`src/rtl/sid_link_pkg.sv`:
```
// Shared definitions for the SID register-write serial link:
// write-request struct, pair FSM states and frame timing helpers.
package sid_link_pkg;

  localparam logic [4:0] SID_ADDR_MAX    = 5'h1F;
  localparam int         UART_OVERSAMPLE = 8;

  typedef struct packed {
    logic [4:0] addr;
    logic [7:0] data;
  } sid_wr_t;

  typedef enum logic [1:0] {
    IDLE      = 2'd0,
    SEND_ADDR = 2'd1,
    SEND_DATA = 2'd2
  } sid_tx_state_e;

  // Address byte as the SID receiver expects it: upper three bits always zero.
  function automatic logic [7:0] addr_byte(input logic [4:0] addr);
    return {3'b000, addr & SID_ADDR_MAX};
  endfunction

  // Bit-period down-counter reload value; a prescale of 0 behaves as 1.
  function automatic logic [18:0] bit_reload(input logic [15:0] prescale);
    logic [18:0] ps;
    ps = (prescale == 16'd0) ? 19'd1 : {3'b000, prescale};
    return (ps * 19'(UART_OVERSAMPLE)) - 19'd1;
  endfunction

endpackage

```
`src/rtl/uart_tx_byte.sv`:
```
// One 8N1 frame serializer. A start request is taken while idle or in the
// final cycle of the stop bit, so consecutive frames can run with no gap.
// prescale is captured when a frame is loaded and held for that frame.
module uart_tx_byte
  import sid_link_pkg::*;
(
  input  logic        clk,
  input  logic        n_reset,
  input  logic [15:0] prescale,
  input  logic        start,
  input  logic [7:0]  byte_data,
  output logic        txd,
  output logic        done
);

  logic        active;
  logic [3:0]  bit_idx;
  logic [18:0] timer;
  logic [18:0] reload_q;
  logic [7:0]  shreg;
  logic        load;

  // done marks the last clock of the stop bit
  assign done = active && (bit_idx == 4'd9) && (timer == 19'd0);
  assign load = start && (!active || done);

  // Frame sequencer: start bit, data LSB first, stop bit
  always_ff @(posedge clk or negedge n_reset) begin
    if (!n_reset) begin
      active   <= 1'b0;
      bit_idx  <= 4'd0;
      timer    <= 19'd0;
      reload_q <= 19'd0;
      shreg    <= 8'h00;
      txd      <= 1'b1;
    end else if (load) begin
      active   <= 1'b1;
      bit_idx  <= 4'd0;
      timer    <= bit_reload(prescale);
      reload_q <= bit_reload(prescale);
      shreg    <= byte_data;
      txd      <= 1'b0;
    end else if (active) begin
      if (timer != 19'd0) begin
        timer <= timer - 19'd1;
      end else if (bit_idx == 4'd9) begin
        active <= 1'b0;
        txd    <= 1'b1;
      end else begin
        bit_idx <= bit_idx + 4'd1;
        timer   <= reload_q;
        if (bit_idx == 4'd8) begin
          txd <= 1'b1;
        end else begin
          txd   <= shreg[0];
          shreg <= {1'b0, shreg[7:1]};
        end
      end
    end
  end

endmodule

```
`src/rtl/sid_reg_tx.sv`:
```
// SID register-write transmitter: each accepted (addr, data) request goes
// out as an address frame followed immediately by its data frame.
// Build option SID_TX_FIFO_EN: a FIFO_DEPTH-entry request FIFO replaces the
// single holding register, so wr_ready stays up while a pair is on the line.
//
// state     | meaning
// ----------+---------------------------------------------------------
// IDLE      | line idle (txd high), waiting for a buffered request
// SEND_ADDR | address frame {3'b000, addr} on the line
// SEND_DATA | data frame on the line; next pair may chain at its end
module sid_reg_tx
  import sid_link_pkg::*;
#(
  parameter int FIFO_DEPTH = 4
) (
  input  logic        clk,
  input  logic        n_reset,
  input  logic [15:0] prescale,
  input  logic        wr_valid,
  input  logic [4:0]  wr_addr,
  input  logic [7:0]  wr_data,
  output logic        wr_ready,
  output logic        txd,
  output logic        busy
);

  if (FIFO_DEPTH < 2 || (FIFO_DEPTH & (FIFO_DEPTH - 1)) != 0) begin : g_depth_check
    $error("sid_reg_tx: FIFO_DEPTH must be a power of two and at least 2");
  end

  sid_tx_state_e state;
  logic [7:0]    data_q;
  logic          rst_done;
  sid_wr_t       head;
  logic          avail;
  logic          push;
  logic          pop;
  logic          tx_start;
  logic [7:0]    tx_byte;
  logic          tx_done;

  assign push = wr_valid && wr_ready;

  // A buffered pair is taken when the line is idle or right as a data frame ends
  assign pop      = avail && ((state == IDLE) || ((state == SEND_DATA) && tx_done));
  assign tx_start = pop || ((state == SEND_ADDR) && tx_done);
  assign tx_byte  = (state == SEND_ADDR) ? data_q : addr_byte(head.addr);
  assign busy     = (state != IDLE) || avail;

  // Keeps wr_ready low while reset is held and until the first clock after it
  always_ff @(posedge clk or negedge n_reset) begin
    if (!n_reset) rst_done <= 1'b0;
    else          rst_done <= 1'b1;
  end

`ifdef SID_TX_FIFO_EN
  localparam int         AW      = $clog2(FIFO_DEPTH);
  localparam logic [AW:0] DEPTH_C = (AW + 1)'(FIFO_DEPTH);

  sid_wr_t       mem [FIFO_DEPTH];
  logic [AW-1:0] wr_ptr;
  logic [AW-1:0] rd_ptr;
  logic [AW:0]   count;

  // Occupancy is registered, so a full FIFO refuses a write even if it pops
  assign wr_ready = rst_done && (count != DEPTH_C);
  assign avail    = (count != '0);
  assign head     = mem[rd_ptr];

  // FIFO storage
  always_ff @(posedge clk) begin
    if (push) mem[wr_ptr] <= sid_wr_t'{addr: wr_addr, data: wr_data};
  end

  // FIFO pointers and occupancy; simultaneous push and pop leave count unchanged
  always_ff @(posedge clk or negedge n_reset) begin
    if (!n_reset) begin
      wr_ptr <= '0;
      rd_ptr <= '0;
      count  <= '0;
    end else begin
      if (push) wr_ptr <= wr_ptr + AW'(1);
      if (pop)  rd_ptr <= rd_ptr + AW'(1);
      if (push && !pop)      count <= count + (AW + 1)'(1);
      else if (pop && !push) count <= count - (AW + 1)'(1);
    end
  end
`else
  sid_wr_t hold_q;
  logic    hold_valid;

  assign wr_ready = rst_done && (state == IDLE) && !hold_valid;
  assign avail    = hold_valid;
  assign head     = hold_q;

  // Single-entry holding register between the handshake and the FSM
  always_ff @(posedge clk or negedge n_reset) begin
    if (!n_reset) begin
      hold_q     <= '0;
      hold_valid <= 1'b0;
    end else if (push) begin
      hold_q     <= sid_wr_t'{addr: wr_addr, data: wr_data};
      hold_valid <= 1'b1;
    end else if (pop) begin
      hold_valid <= 1'b0;
    end
  end
`endif

  // Pair FSM: address frame, then data frame, optionally chaining the next pair
  always_ff @(posedge clk or negedge n_reset) begin
    if (!n_reset) begin
      state  <= IDLE;
      data_q <= 8'h00;
    end else begin
      case (state)
        IDLE: begin
          if (pop) begin
            data_q <= head.data;
            state  <= SEND_ADDR;
          end
        end
        SEND_ADDR: begin
          if (tx_done) state <= SEND_DATA;
        end
        SEND_DATA: begin
          if (tx_done) begin
            if (pop) begin
              data_q <= head.data;
              state  <= SEND_ADDR;
            end else begin
              state <= IDLE;
            end
          end
        end
        default: state <= IDLE;
      endcase
    end
  end

  uart_tx_byte u_uart_tx_byte (
    .clk       (clk),
    .n_reset   (n_reset),
    .prescale  (prescale),
    .start     (tx_start),
    .byte_data (tx_byte),
    .txd       (txd),
    .done      (tx_done)
  );

endmodule

```
`config.mk`:
```
export PLATFORM = sky130hd
export DESIGN_NAME = sid_reg_tx
export DESIGN_NICKNAME = d
export VERILOG_FILES = /design/src/rtl/sid_link_pkg.sv /design/src/rtl/uart_tx_byte.sv /design/src/rtl/sid_reg_tx.sv
export SDC_FILE = /design/constraint.sdc
export NUM_CORES = 1
export LEC_CHECK = 0
export CORE_UTILIZATION = 31
export DETAILED_ROUTE_END_ITERATION = 12
export HOLD_SLACK_MARGIN = 0.15
export PLACE_DENSITY = 0.48
export SYNTH_ARGS = -nofsm -noshare
export SYNTH_HDL_FRONTEND = slang
export SYNTH_SLANG_ARGS = --single-unit
```
`constraint.sdc`:
```
create_clock -name clk -period 2.7 [get_ports clk]
set_input_delay 0.27 -clock clk [delete_from_list [all_inputs] [get_ports clk]]
set_output_delay 0.27 -clock clk [all_outputs]
set_load 0.01 [all_outputs]
```
# == After elaboration in Yosys (flattened, before gate mapping) ==
# Index checks and enable logic that the tools add are counted.
# classes
n_eq_ne,11
addsub,3
muxes,34
reduce_logical,29
# op_table
op,n
$mux 19,4
$mux 8,8
$sub 19x1->19 const B,2
$logic_not 19->1,1
$reduce_bool 19->1,1
$logic_not 16->1,1
$mux 16,1
$mux 4,4
$pmux 8 s2,1
$mux 1,12
$logic_and 1x1->1,9
$eq 4x4->1 const B,2
$reduce_bool 2->1,4
$mux 2,3
$ne 2x1->1 const B,3
$ne 2x2->1 const B,3
$pmux 2 s3,1
$reduce_and 2->1,3
$reduce_and 3->1,2
$add 4x1->4 const B,1
$logic_or 1x1->1,4
$reduce_and 4->1,1
$ne 3x2->1 const B,1
$eq 2x1->1 const B,1
other kinds (3),4
# word_totals
wordCells,89
reg_bits,77
inputBits,32

# == Longest topological paths before layout ==
# Gate-level depths: netlist of the first run.
# depth
word_depth,10
depth_mapped,10
ltp_nobuf,10

# == Modules after synthesis ==
# From an unflattened synthesis of the first run, not the netlist that was laid out.
# hier_totals
hier_cells,424
area_unflattened_um2,4274.1
# by_module_without_submodules
mod,cells_each,n_inst,area_each_um2
uart_tx_byte,342,1,3170.5
sid_reg_tx,82,1,1103.6

# == Least setup slack after synthesis of the first run ==
# OpenSTA, ideal clock, no wires.
# synth_path
path_kind,flip-flop to flip-flop
startpoint,register u_uart_tx_byte.timer[0]
endpoint,register data_q[0]
slack_ns,-0.205
stages_incl_launch_ff,10
setup_time_ns,0.128
arrival_time_ns,2.777
period_less_slack_ns,2.905
path_cell_list,dfrtp_1 -> inv_1 -> ha_1 -> or4b_1 -> buf_2 -> or4_4 -> or4_4 -> nand2_2 -> nand2_4 -> mux2_1
# synth_between
elab_chain_cells,8
word_cells_on_any_way,10
# synth_rtl
item,line,text
from (decl),uart_tx_byte.sv:18,logic [18:0] timer;
from (signal assigned),uart_tx_byte.sv:39,timer <= bit_reload(prescale);
from (signal assigned),uart_tx_byte.sv:45,timer <= timer - 19'd1;
from (signal assigned),uart_tx_byte.sv:51,timer <= reload_q;
$logic_not 19->1 *,uart_tx_byte.sv:24,assign done = active && (bit_idx == 4'd9) && (timer == 19'd0);
$logic_and 1x1->1 *,uart_tx_byte.sv:24,
$logic_and 1x1->1,sid_reg_tx.sv:45,assign pop = avail && ((state == IDLE) || ((state == SEND_DATA) && tx_done));
$logic_or 1x1->1,sid_reg_tx.sv:45,
$logic_and 1x1->1,sid_reg_tx.sv:45,
$mux 8 (2 in a row),--,
$pmux 8 s2,--,
to (signal assigned),sid_reg_tx.sv:119,data_q <= head.data;
to (signal assigned),sid_reg_tx.sv:129,data_q <= head.data;
to (decl),sid_reg_tx.sv:32,logic [7:0] data_q;
# Every way passes the cells marked *; elsewhere a longest branch is shown, timed or not. The select of a mux whose other input is x is not followed.
# A chain may end at the register's enable or synchronous reset.

# == Worst setup path after layout of the first run ==
# Same ends and word-level chain as after synthesis.

==> results of run 1 <==
[Yosys cell counts, types with 9 or more instances]
cell type   n  area [sq um]
dfrtp_1    74          1850
mux2_2     13           146
xor2_1     10          87.6
nand2_1    31           116
or4_1      10          75.1
nor4_1     11          68.8
nand3_1     9          45.0
nor2_1     42           158
inv_1      12          45.0
mux2_1     11           124
a21oi_1    31           155
nor3_1     14          70.1
xnor2_1    16           140
clkbuf_1   12          45.0
o21ai_1    13          65.1
[worst min path at each step]
stage                                startpoint                     endpoint  slack [ns]
finish                              prescale[4]      u_uart_tx_byte.timer[7]        0.44
CTS                 u_uart_tx_byte.reload_q[10]  u_uart_tx_byte.reload_q[10]        0.48
global route                        prescale[4]      u_uart_tx_byte.timer[7]        0.49
detailed placement  u_uart_tx_byte.reload_q[10]  u_uart_tx_byte.reload_q[10]        0.47
global placement     u_uart_tx_byte.reload_q[8]   u_uart_tx_byte.reload_q[8]        0.46
floorplan                               n_reset                        avail       -0.03
[cell families (layout without fill, tap and decap cells)]
kind of cell,Yosys count,after routing,share of synthesized area [%]
AND/OR/NAND/NOR,161,162,20.8
AO/OA/AOI/OAI,99,99,15.5
flip-flops,75,75,44.9
buffers and inverters,33,161,3.41
multiplexers,31,31,8.13
XOR/XNOR,26,26,5.44
adder cells (fa/ha/maj),6,6,1.79
other,1,1,0.0896
[routing by layer]
layer  track usage, %  part of all wire (%)  vias to the layer above
met1             25.9                    49                     1823
met3             2.99                   3.3                       15
met4             6.41                   1.5                        0
met5                0                     0                        -
li1                 -                     -                     1826
met2             29.2                    46                       66
[where the power goes]
group          switching, mW  internal, mW  total (mW)
Combinational          0.226         0.242       0.467
Clock                  0.527         0.826        1.35
Sequential            0.0460          1.19        1.24
Total                  0.799          2.26        3.06
[cell type report]
cell class | instances | area share, %
multi-input combinational | 325 | 40.5
timing repair buffer | 133 | 18.8
clock inverter | 7 | 1.73
inverter | 12 | 0.741
tap | 176 | 3.62
clock buffer | 9 | 3.71
sequential | 75 | 30.9
[critical path: stages (launching register included)]
cell and delay (ns):
dfrtp_1 0.41, inv_2 0.09, ha_4 0.13, or4b_4 0.46
or4_4 0.44, or4_4 0.56, nand2_8 0.13, nand2_8 0.09
mux2_4 0.30
[state kept, by name, summed over array words and instances (netlist names)]
name,flops
data_q,8
u_uart_tx_byte.active,1
u_uart_tx_byte.bit_idx,4
u_uart_tx_byte.timer,19
avail,1
u_uart_tx_byte.txd,1
rst_done,1
state,2
head,13
u_uart_tx_byte.reload_q,17
u_uart_tx_byte.shreg,8
[per-stage QoR]
stage	setup TNS, ns	cell area, sq um	hold slack, ns
after floorplan	-1.59	4260	-0.0256
after global placement	-2.34	5320	0.463
after detailed placement	-4.30	5320	0.466
after CTS	-0.0182	5780	0.481
after global routing	-0.871	6080	0.489
final	-0.125	6080	0.443
[repair_timing]
item,4_1_cts,5_1_grt
cloned,1,2
buffers inserted,5,11
setup endpoints to repair,36,45
pin swaps,5,21
resized for setup,16,44
hold buffers,1,0
endpoints found under the hold margin,74,0
==> summary.md, run 1 <==
| Metric | Value |
|---|---|
| Core box area | 13200 sq um |
| Commonest non-fill, non-tap cell in the layout | buf_4 |
| Synth Net Count | 470 |
| Slew @ Worst Pin | 0.997 ns |
| Fillers | 1272 |
| Final #Nets | 594 |
| Post-synth EDFFs | 0 |
| Die Wd | 118 um |
| Fraction of layout cells with a size suffix above 1 | 33.3% |
| Worst hold path type | in2reg |
| Period utilization | 101% |
| Final core occ | a little under half |
| TritonCTS clock tree | built |
| Clk sinks | 75 |
| FMAX | 367 MHz |
| Die Span Y | 118 um |
| Clk buf depth | 2 |
| Routed Antenna Nets | 0 |
| Type of the worst setup path | reg2reg |
| Sequential Area | 1880 sq um |
| Cell count after synthesis | 432 |
| Pin count of the biggest net entering global routing | 76 |
| Gr ovfl total | 0 |
| Status | finished, violations left |
| Cell Count, Final, Fillers Out | 737 |
| Synth Flop Type | dfrtp_1 |
| I/O pins | 35 |
| Drt drc | 0 |
| CP Max Fanout | 5 |
| Clock Pin Slew Worst Setup and Hold Paths | 0.07 ns |
| Unique masters post-synth | 65 |
| Total Routing Usage GR | 18.6% |
| DRT iter0 DRCs | ~240 |
| Root buf cell | clkbuf_16 |
| R2r startpoint | u_uart_tx_byte.timer[0] |
| Max Slew Vio Count | 0 |
| Detailed-route wire length per cell | 16.7 um |
| Unrepaired setup endpoints after global routing | true |
| Crit path capture type | flip-flop |
| Worst-skew pair later-pin latency | approximately 0.35 ns |
| Seq cells post-synth | 75 |
| Most frequent cells in the layout | 85 x buf_4, 74 x dfrtp_1, 40 x nor2_1, 30 x nand2_1, 30 x clkdlybuf4s50_1 |
| Leak | ~2.7 nW |
| Routability Congestion | 0.855 |
| WHS Path Cells | 5 |
| Failing checks | negative setup slack |
| Initial Utilization | a little under a third |
| Placed cells | about 700 |
| Worst vdd ir | 0.282 mV |
| Ys async rst share | 100% |
| Final worst slack | -0.0269 ns |
| Max-cap viol count | 0 |
| Synthesized area per cell | 9.69 sq um |
| Place WS | -0.381 ns |
| Vias in the first global route | 3721 |
| CP arrival | 2.96 ns |
| # setup viols final | 5 |
| Critical Path Source | u_uart_tx_byte.timer[0] |
| Syn-to-layout area delta | 45.1% |
| Worst r2r dst | data_q[0] |
| Overall via count from detail_route | 3730 |
| CP Capture Point | data_q[0] |
| Port-buffer cells | 34 |
| Pre-Repair DR Iteration Count | 4 |
| Total power | 3.06 mW |
| Slew margin rel. | 33.5% |
| CTS Buf Count | 9 |
| Drt total wl | 12300 um |
| Vias per cell | 5.06 |
| Critical Path Start Type | flip-flop |
| Rows | 42 |
| Synthesized area | 4190 sq um |
| Clock Skew | roughly 0.0065 ns |
| Htree depth | 3 |
| Worst r2r path cells | 8 |
| Detailed placement HPWL | between 8000 and 9000 um |
| Footprint of the multi-input gates | 2460 sq um |
| Antenna Cells | 0 |
| Total of warnings raised by yosys | 0 |
| Global-route wire length before repair | 20100 um |
| Reg2reg setup slack | -0.03 ns |
| Initial antenna violation count | 0 |
| Total die area | 14000 sq um |
| Critical Path RT | just under 3 ns |
| Hold Fails Final Rpt | 0 |
| Minimum clock period | 2.73 ns |
| Seq/Total Area, Yosys | 44.9% |
| Power Dens Cells | 504 nW/um^2 |
(Power assumes the default switching activity.)
==> run 2, diff against run 1 <==
--- a/config.mk
+++ b/config.mk
@@ -7,8 +7,10 @@
 export LEC_CHECK = 0
 export CORE_UTILIZATION = 31
 export DETAILED_ROUTE_END_ITERATION = 12
+export GPL_ROUTABILITY_DRIVEN = 0
 export HOLD_SLACK_MARGIN = 0.15
 export PLACE_DENSITY = 0.48
 export SYNTH_ARGS = -nofsm -noshare
 export SYNTH_HDL_FRONTEND = slang
+export SYNTH_HIERARCHICAL = 1
 export SYNTH_SLANG_ARGS = --single-unit
==> summary.md, run 2 <==
| Metric | Value |
|---|---|
| Status | complete, no violations |
| Syn-to-layout area delta | 40.4% |
| Top post-synthesis cells by area | dfrtp_1 43%, nand2_1 4.8%, mux2_2 3.7% |
| Overall via count from detail_route | 3560 |
| DRT iter0 DRCs | roughly 240 |
| Top cells by count, synth | 74 x dfrtp_1, 55 x nand2_1, 42 x nor2_1 |
| Ys async rst share | 100% |
| Rows | 42 |
| Hold Path Origin | u_uart_tx_byte/reload_q[11] |
| Fin Setup TNS | 0 ns |
| Max Slew Vio Count | 0 |
| Reg power frac | approximately two fifths |
| Final #Nets | 589 |
| Die Wd | 119 um |
| CP Max Fanout | 9 |
| Gate power share | 16.0% |
| Type of the worst setup path | reg2reg |
| Final Instance Area | 6000 sq um |
| Count leader, synth | dfrtp_1 |
| Dpl cell area | approximately 5400 sq um |
| Detailed placement HPWL | 7700 um |
| Synth Net Count | 462 |
| Total of warnings raised by yosys | 6 |
| Drt drc | 0 |
| Crit path capture type | flip-flop |
| Initial antenna violation count | 0 |
| Critical Path Source | u_uart_tx_byte/timer[9] |
| Post-synth EDFFs | 0 |
| CTS Buf Count | 9 |
| Hold Fails Final Rpt | 0 |
| Worst vdd ir | 0.323 mV |
| Power Dens Cells | just over 500 nW/um^2 |
| Unique masters post-synth | 68 |
| Port-buffer cells | 34 |
| Vias per cell | 4.86 |
| Pin count of the biggest net entering global routing | 76 |
| Psw | 0.769 mW |
| I/O pins | 35 |
| Clock Skew | 0.00344 ns |
| Pre-Repair DR Iteration Count | 4 |
| Critical Path Start Type | flip-flop |
| Worst r2r dst | u_uart_tx_byte/shreg[7] |
| Antenna Cells | 0 |
| Seq cells post-synth | 75 |
| Vias in the first global route | roughly 3500 |
| Clock Pin Slew Worst Setup and Hold Paths | 0.06 ns |
| Cell internal pwr | 2.33 mW |
| # setup viols final | 0 |
| Routed Antenna Nets | 0 |
| Biggest register | u_uart_tx_byte/timer |
| Fraction of layout cells with a size suffix above 1 | 33.8% |
| Synthesized area per cell | 10.1 sq um |
| Die Span Y | 119 um |
| Critical Path RT | 2.92 ns |
| Core box area | 13300 sq um |
| Unrepaired setup endpoints after global routing | true |
| Leak | 2.66 nW |
| CP Capture Point | u_uart_tx_byte/shreg[7] |
| Drt total wl | 11300 um |
| Root buf cell | clkbuf_16 |
| Total die area | 14300 sq um |
| Clk buf depth | 2 |
| R2r startpoint | u_uart_tx_byte/timer[9] |
| Commonest non-fill, non-tap cell in the layout | buf_4 |
| Gr ovfl total | 0 |
| Worst-skew pair later-pin latency | about 0.34 ns |
| Most frequent cells in the layout | 87 x buf_4, 74 x dfrtp_1, 52 x nand2_1, 36 x nor2_1, 33 x clkdlybuf4s50_1 |
| Hold_ws | around 0.48 ns |
| Max FFs per register | 19 |
| Synthesized area | 4270 sq um |
| Final core occ | 45.0% |
| TritonCTS clock tree | built |
| Global-route wire length before repair | 18200 um |
| CP arrival | 2.89 ns |
| Slew @ Worst Pin | 0.982 ns |
| Minimum clock period | approximately 2.7 ns |
| Cell count after synthesis | about 420 |
| Worst hold path type | reg2reg |
| Seq/Total Area, Yosys | 43.9% |
| Max-cap viol count | 0 |
| WHS Path Cells | 1 |
| Worst r2r path cells | 14 |
| Htree depth | 3 |
| Synth Flop Type | dfrtp_1 |
| Slew margin rel. | 34.6% |
| Synth top area share | between 40% and 50% |
| Detailed-route wire length per cell | around 15 um |
| Total Routing Usage GR | 16.4% |
| Sw Share | 24.8% |
| Initial Utilization | 32.0% |
| Clock power frac | a little over two fifths |
| Period utilization | 98.8% |
| Clk sinks | between 70 and 80 |
| FMAX | 375 MHz |
| Reg2reg setup slack | 0.03 ns |
| Post-synth top area cell | dfrtp_1 |
==> run 2: changes by cell type after synthesis, moves of 7 or more <==
cell | previous run | this run
nor4_1 | 11 | 4
a21oi_1 | 31 | 18
nand2_1 | 31 | 55
o21ai_0 | 7 | 27
or4_1 | 10 | 1
o21ai_1 | 13 | 4
nor3_1 | 14 | 6
mux2_4 | 0 | 9
mux2_1 | 11 | 1
==> run 2: routing by layer <==
| metal | track usage (%) | up-vias | wire length, um |
|---|---|---|---|
| li1 | - | 1761 | - |
| met1 | 23.3 | 1746 | 5790 |
| met2 | 25.1 | 44 | 5060 |
| met3 | 3.07 | 9 | 284 |
| met4 | 5.47 | 0 | 150 |
| met5 | 0 | - | 0 |
==> run 2: timing repair <==
item,4_1_cts,5_1_grt
gates resized for setup,12,15
setup endpoints to repair,34,45
setup buffers,11,8
pin swaps,7,8
endpoints found under the hold margin,37,0
hold buffers,1,0
cloned,0,4
==> run 2: kinds of logic after synthesis <==
group	count (synthesis)	synth area share [%]
other cells	1	0.0877
mux	33	9.22
buf+inv	27	3.43
fa+ha+maj	6	1.76
xor+xnor	25	5.12
compound gates	94	14.6
flops	75	43.9
simple gates	163	21.8
==> run 2: worst min-delay path by stage <==
stage / slack, ns / endpoint
after floorplan: -0.03 / avail
after detailed placement: 0.46 / u_uart_tx_byte/reload_q[2]
final: 0.48 / u_uart_tx_byte/reload_q[11]
after CTS: 0.48 / u_uart_tx_byte/reload_q[18]
after global routing: 0.48 / u_uart_tx_byte/reload_q[11]
after global placement: 0.46 / u_uart_tx_byte/reload_q[2]
==> run 2: final cells by class <==
class / count / area [sq um]
flip-flops and latches: 75 / 1880
repair buffers: 133 / 1130
multi-input cells: 324 / 2410
fillers: 1308 / 7350
clock buffers: 11 / 243
well taps: 176 / 220
clock inverters: 5 / 85.1
inverters: 8 / 35.0
==> run 2: worst max-delay path, cell delays in order (launching register included) <==
cell and delay (ns):
dfrtp_1 0.41, nor4_4 0.29, buf_4 0.18, nand4b_4 0.12, nor2_4 0.13, nand2_4 0.07, nor2_4 0.09, nor2b_2 0.05
nor3b_2 0.18, a21o_1 0.14, buf_6 0.12, buf_4 0.18, a21oi_1 0.11, o21bai_4 0.26, a22o_1 0.22
==> run 2: power groups by stage <==
stage / Sequential (mW) / Clock (mW) / Combinational [mW]
CTS: 1.27 / 1.36 / 0.481
global route: 1.28 / 1.41 / 0.549
finish: 1.27 / 1.33 / 0.497
floorplan: 1.31 / 0 / 0.212
global placement: 1.29 / 0 / 0.475
detailed placement: 1.29 / 0 / 0.478
==> run 2: per-stage QoR <==
stage                     worst slack [ns]  instances  power, mW
final                               0.0330        732       3.10
after global routing                -0.142        732       3.23
after CTS                          -0.0197        722       3.11
after detailed placement            -0.328        694       1.77
after global placement              -0.281        694       1.76
after floorplan                     -0.257        424       1.52
==> run 3, diff against run 2 <==
--- a/config.mk
+++ b/config.mk
@@ -10,6 +10,7 @@
 export GPL_ROUTABILITY_DRIVEN = 0
 export HOLD_SLACK_MARGIN = 0.15
 export PLACE_DENSITY = 0.48
+export SETUP_SLACK_MARGIN = 0.1
 export SYNTH_ARGS = -nofsm -noshare
 export SYNTH_HDL_FRONTEND = slang
 export SYNTH_HIERARCHICAL = 1
==> summary.md, run 3 (same netlist as run 2, synthesis figures left out) <==
| Metric | Value |
|---|---|
| TritonCTS clock tree | built |
| Critical Path Start Type | flip-flop |
| Cell Count, Final, Fillers Out | 728 |
| Clock Skew | about 0.0054 ns |
| Final core occ | 45.0% |
| CP arrival | 2.87 ns |
| Drt drc | 0 |
| Commonest non-fill, non-tap cell in the layout | buf_4 |
| Final worst slack | 0.0386 ns |
| Biggest register | u_uart_tx_byte/timer |
| Type of the worst setup path | reg2reg |
| Htree depth | 3 |
| Unrepaired setup endpoints after global routing | true |
| Clock Pin Slew Worst Setup and Hold Paths | 0.06 ns |
| Fraction of layout cells with a size suffix above 1 | 34.2% |
| Max FFs per register | 19 |
| Clk sinks | 75 |
| Crit path capture type | flip-flop |
| Hold_ws | 0.465 ns |
| Initial antenna violation count | 0 |
| Most frequent cells in the layout | 88 x buf_4, 74 x dfrtp_1, 50 x nand2_1, 36 x nor2_1, 33 x clkdlybuf4s50_1 |
| Slew @ Worst Pin | 0.649 ns |
| Root buf cell | clkbuf_16 |
| Sequential Area | 1880 sq um |
| Vias per cell | 4.87 |
| Initial Utilization | 32.0% |
| Leak | ~2.7 nW |
| Antenna Cells | 0 |
| CTS Buf Count | 9 |
| FMAX | 376 MHz |
| Place WS | -0.237 ns |
| Fin Setup TNS | 0 ns |
| Final #Nets | roughly 590 |
| Port-buffer cells | 34 |
| Gr ovfl total | 0 |
| Overall via count from detail_route | about 3500 |
| CP Max Fanout | 8 |
| Worst-skew pair later-pin latency | 0.33 ns |
| Max Slew Vio Count | 0 |
| Power Dens Cells | between 500 and 600 nW/um^2 |
| Die Wd | 119 um |
| Slew margin rel. | about 57% |
| # setup viols final | 0 |
| Detailed-route wire length per cell | 15.2 um |
| Hold Fails Final Rpt | 0 |
| Worst hold path type | reg2reg |
| Worst vdd ir | just over 0.3 mV |
| Reg2reg setup slack | just under 0.04 ns |
| DRT iter0 DRCs | 158 |
| Footprint of the multi-input gates | 2430 sq um |
| I/O pins | 35 |
| Status | complete, no violations |
| Pin count of the biggest net entering global routing | 46 |
| Detailed placement HPWL | 7830 um |
| Vias in the first global route | 3559 |
| Critical Path RT | 2.91 ns |
| Fillers | about 1300 |
| Routed Antenna Nets | 0 |
| Period utilization | 98.6% |
| Minimum clock period | 2.66 ns |
| Clk buf depth | 2 |
| Core box area | 13300 sq um |
| Total die area | 14300 sq um |
| Placed cells | 698 |
| Max-cap viol count | 0 |
| Drt total wl | about 11000 um |
| Rows | between 40 and 50 |
| Die Span Y | 119 um |
| Global-route wire length before repair | 18000 um |
| Pre-Repair DR Iteration Count | 4 |
| Syn-to-layout area delta | 40.6% |
| Total Routing Usage GR | roughly 16% |
run 3: repair_timing:
| action | CTS | global route |
|---|---|---|
| buffers inserted | 8 | 6 |
| endpoints found under the setup margin | 37 | 46 |
| hold endpoints to repair | 43 | 0 |
| hold buffers | 1 | 0 |
| pin swaps | 13 | 12 |
| cloned | 0 | 2 |
| resized for setup | 13 | 20 |
run 3: path summary, 6_finish.rpt:
kind | from | to | depth (start not counted)
setup / recovery | u_uart_tx_byte/timer[9] | u_uart_tx_byte/shreg[0] | 13
hold / removal | u_uart_tx_byte/reload_q[18] | u_uart_tx_byte/reload_q[18] | 2
setup reg to reg | u_uart_tx_byte/timer[9] | u_uart_tx_byte/shreg[0] | 13
hold reg to reg | u_uart_tx_byte/reload_q[18] | u_uart_tx_byte/reload_q[18] | 2
max in group asynchronous | n_reset | u_uart_tx_byte/shreg[1] | 3
min in group asynchronous | n_reset | u_uart_tx_byte/reload_q[6] | 2
run 3: report_power, final:
part	switching, mW	internal (mW)	leakage (nW)
combinational	0.206	0.292	1.57
clock	0.470	0.807	0.152
sequential	0.0739	1.20	0.938
total	0.750	2.30	2.66
run 3: final cells by class:
cell class	instances	share of cell area (%)
Sequential cell	75	31.2
Tap cell	176	3.66
Clock inverter	6	1.50
Inverter	8	0.583
Timing Repair Buffer	131	18.8
Clock buffer	9	3.75
Multi-Input combinational cell	323	40.4
run 3: per-stage QoR:
step | area [sq um] | power, mW
after floorplan | 4410 | 1.52
after global placement | 5440 | 1.76
after detailed placement | 5440 | 1.77
after CTS | 5880 | 3.06
after global routing | 6010 | 3.19
final | 6010 | 3.05
run 3: critical path, cell delays in order, from the launching register on:
cell	delay, ns
dfrtp_1	0.41
nor4_4	0.37
nand4b_4	0.17
nor2_4	0.14
nand2_4	0.07
nor2_4	0.09
nor2b_2	0.06
nor3b_2	0.22
a21o_1	0.17
and4_4	0.26
a21o_4	0.16
buf_8	0.14
mux2i_1	0.20
o21ai_1	0.07
run 3: layer usage:
layer,track usage (%),vias up,routed length [um]
li1,-,1758,-
met1,22.6,1732,5650
met2,25.5,45,5050
met3,2.63,12,225
met4,5.39,0,157
met5,0,-,0
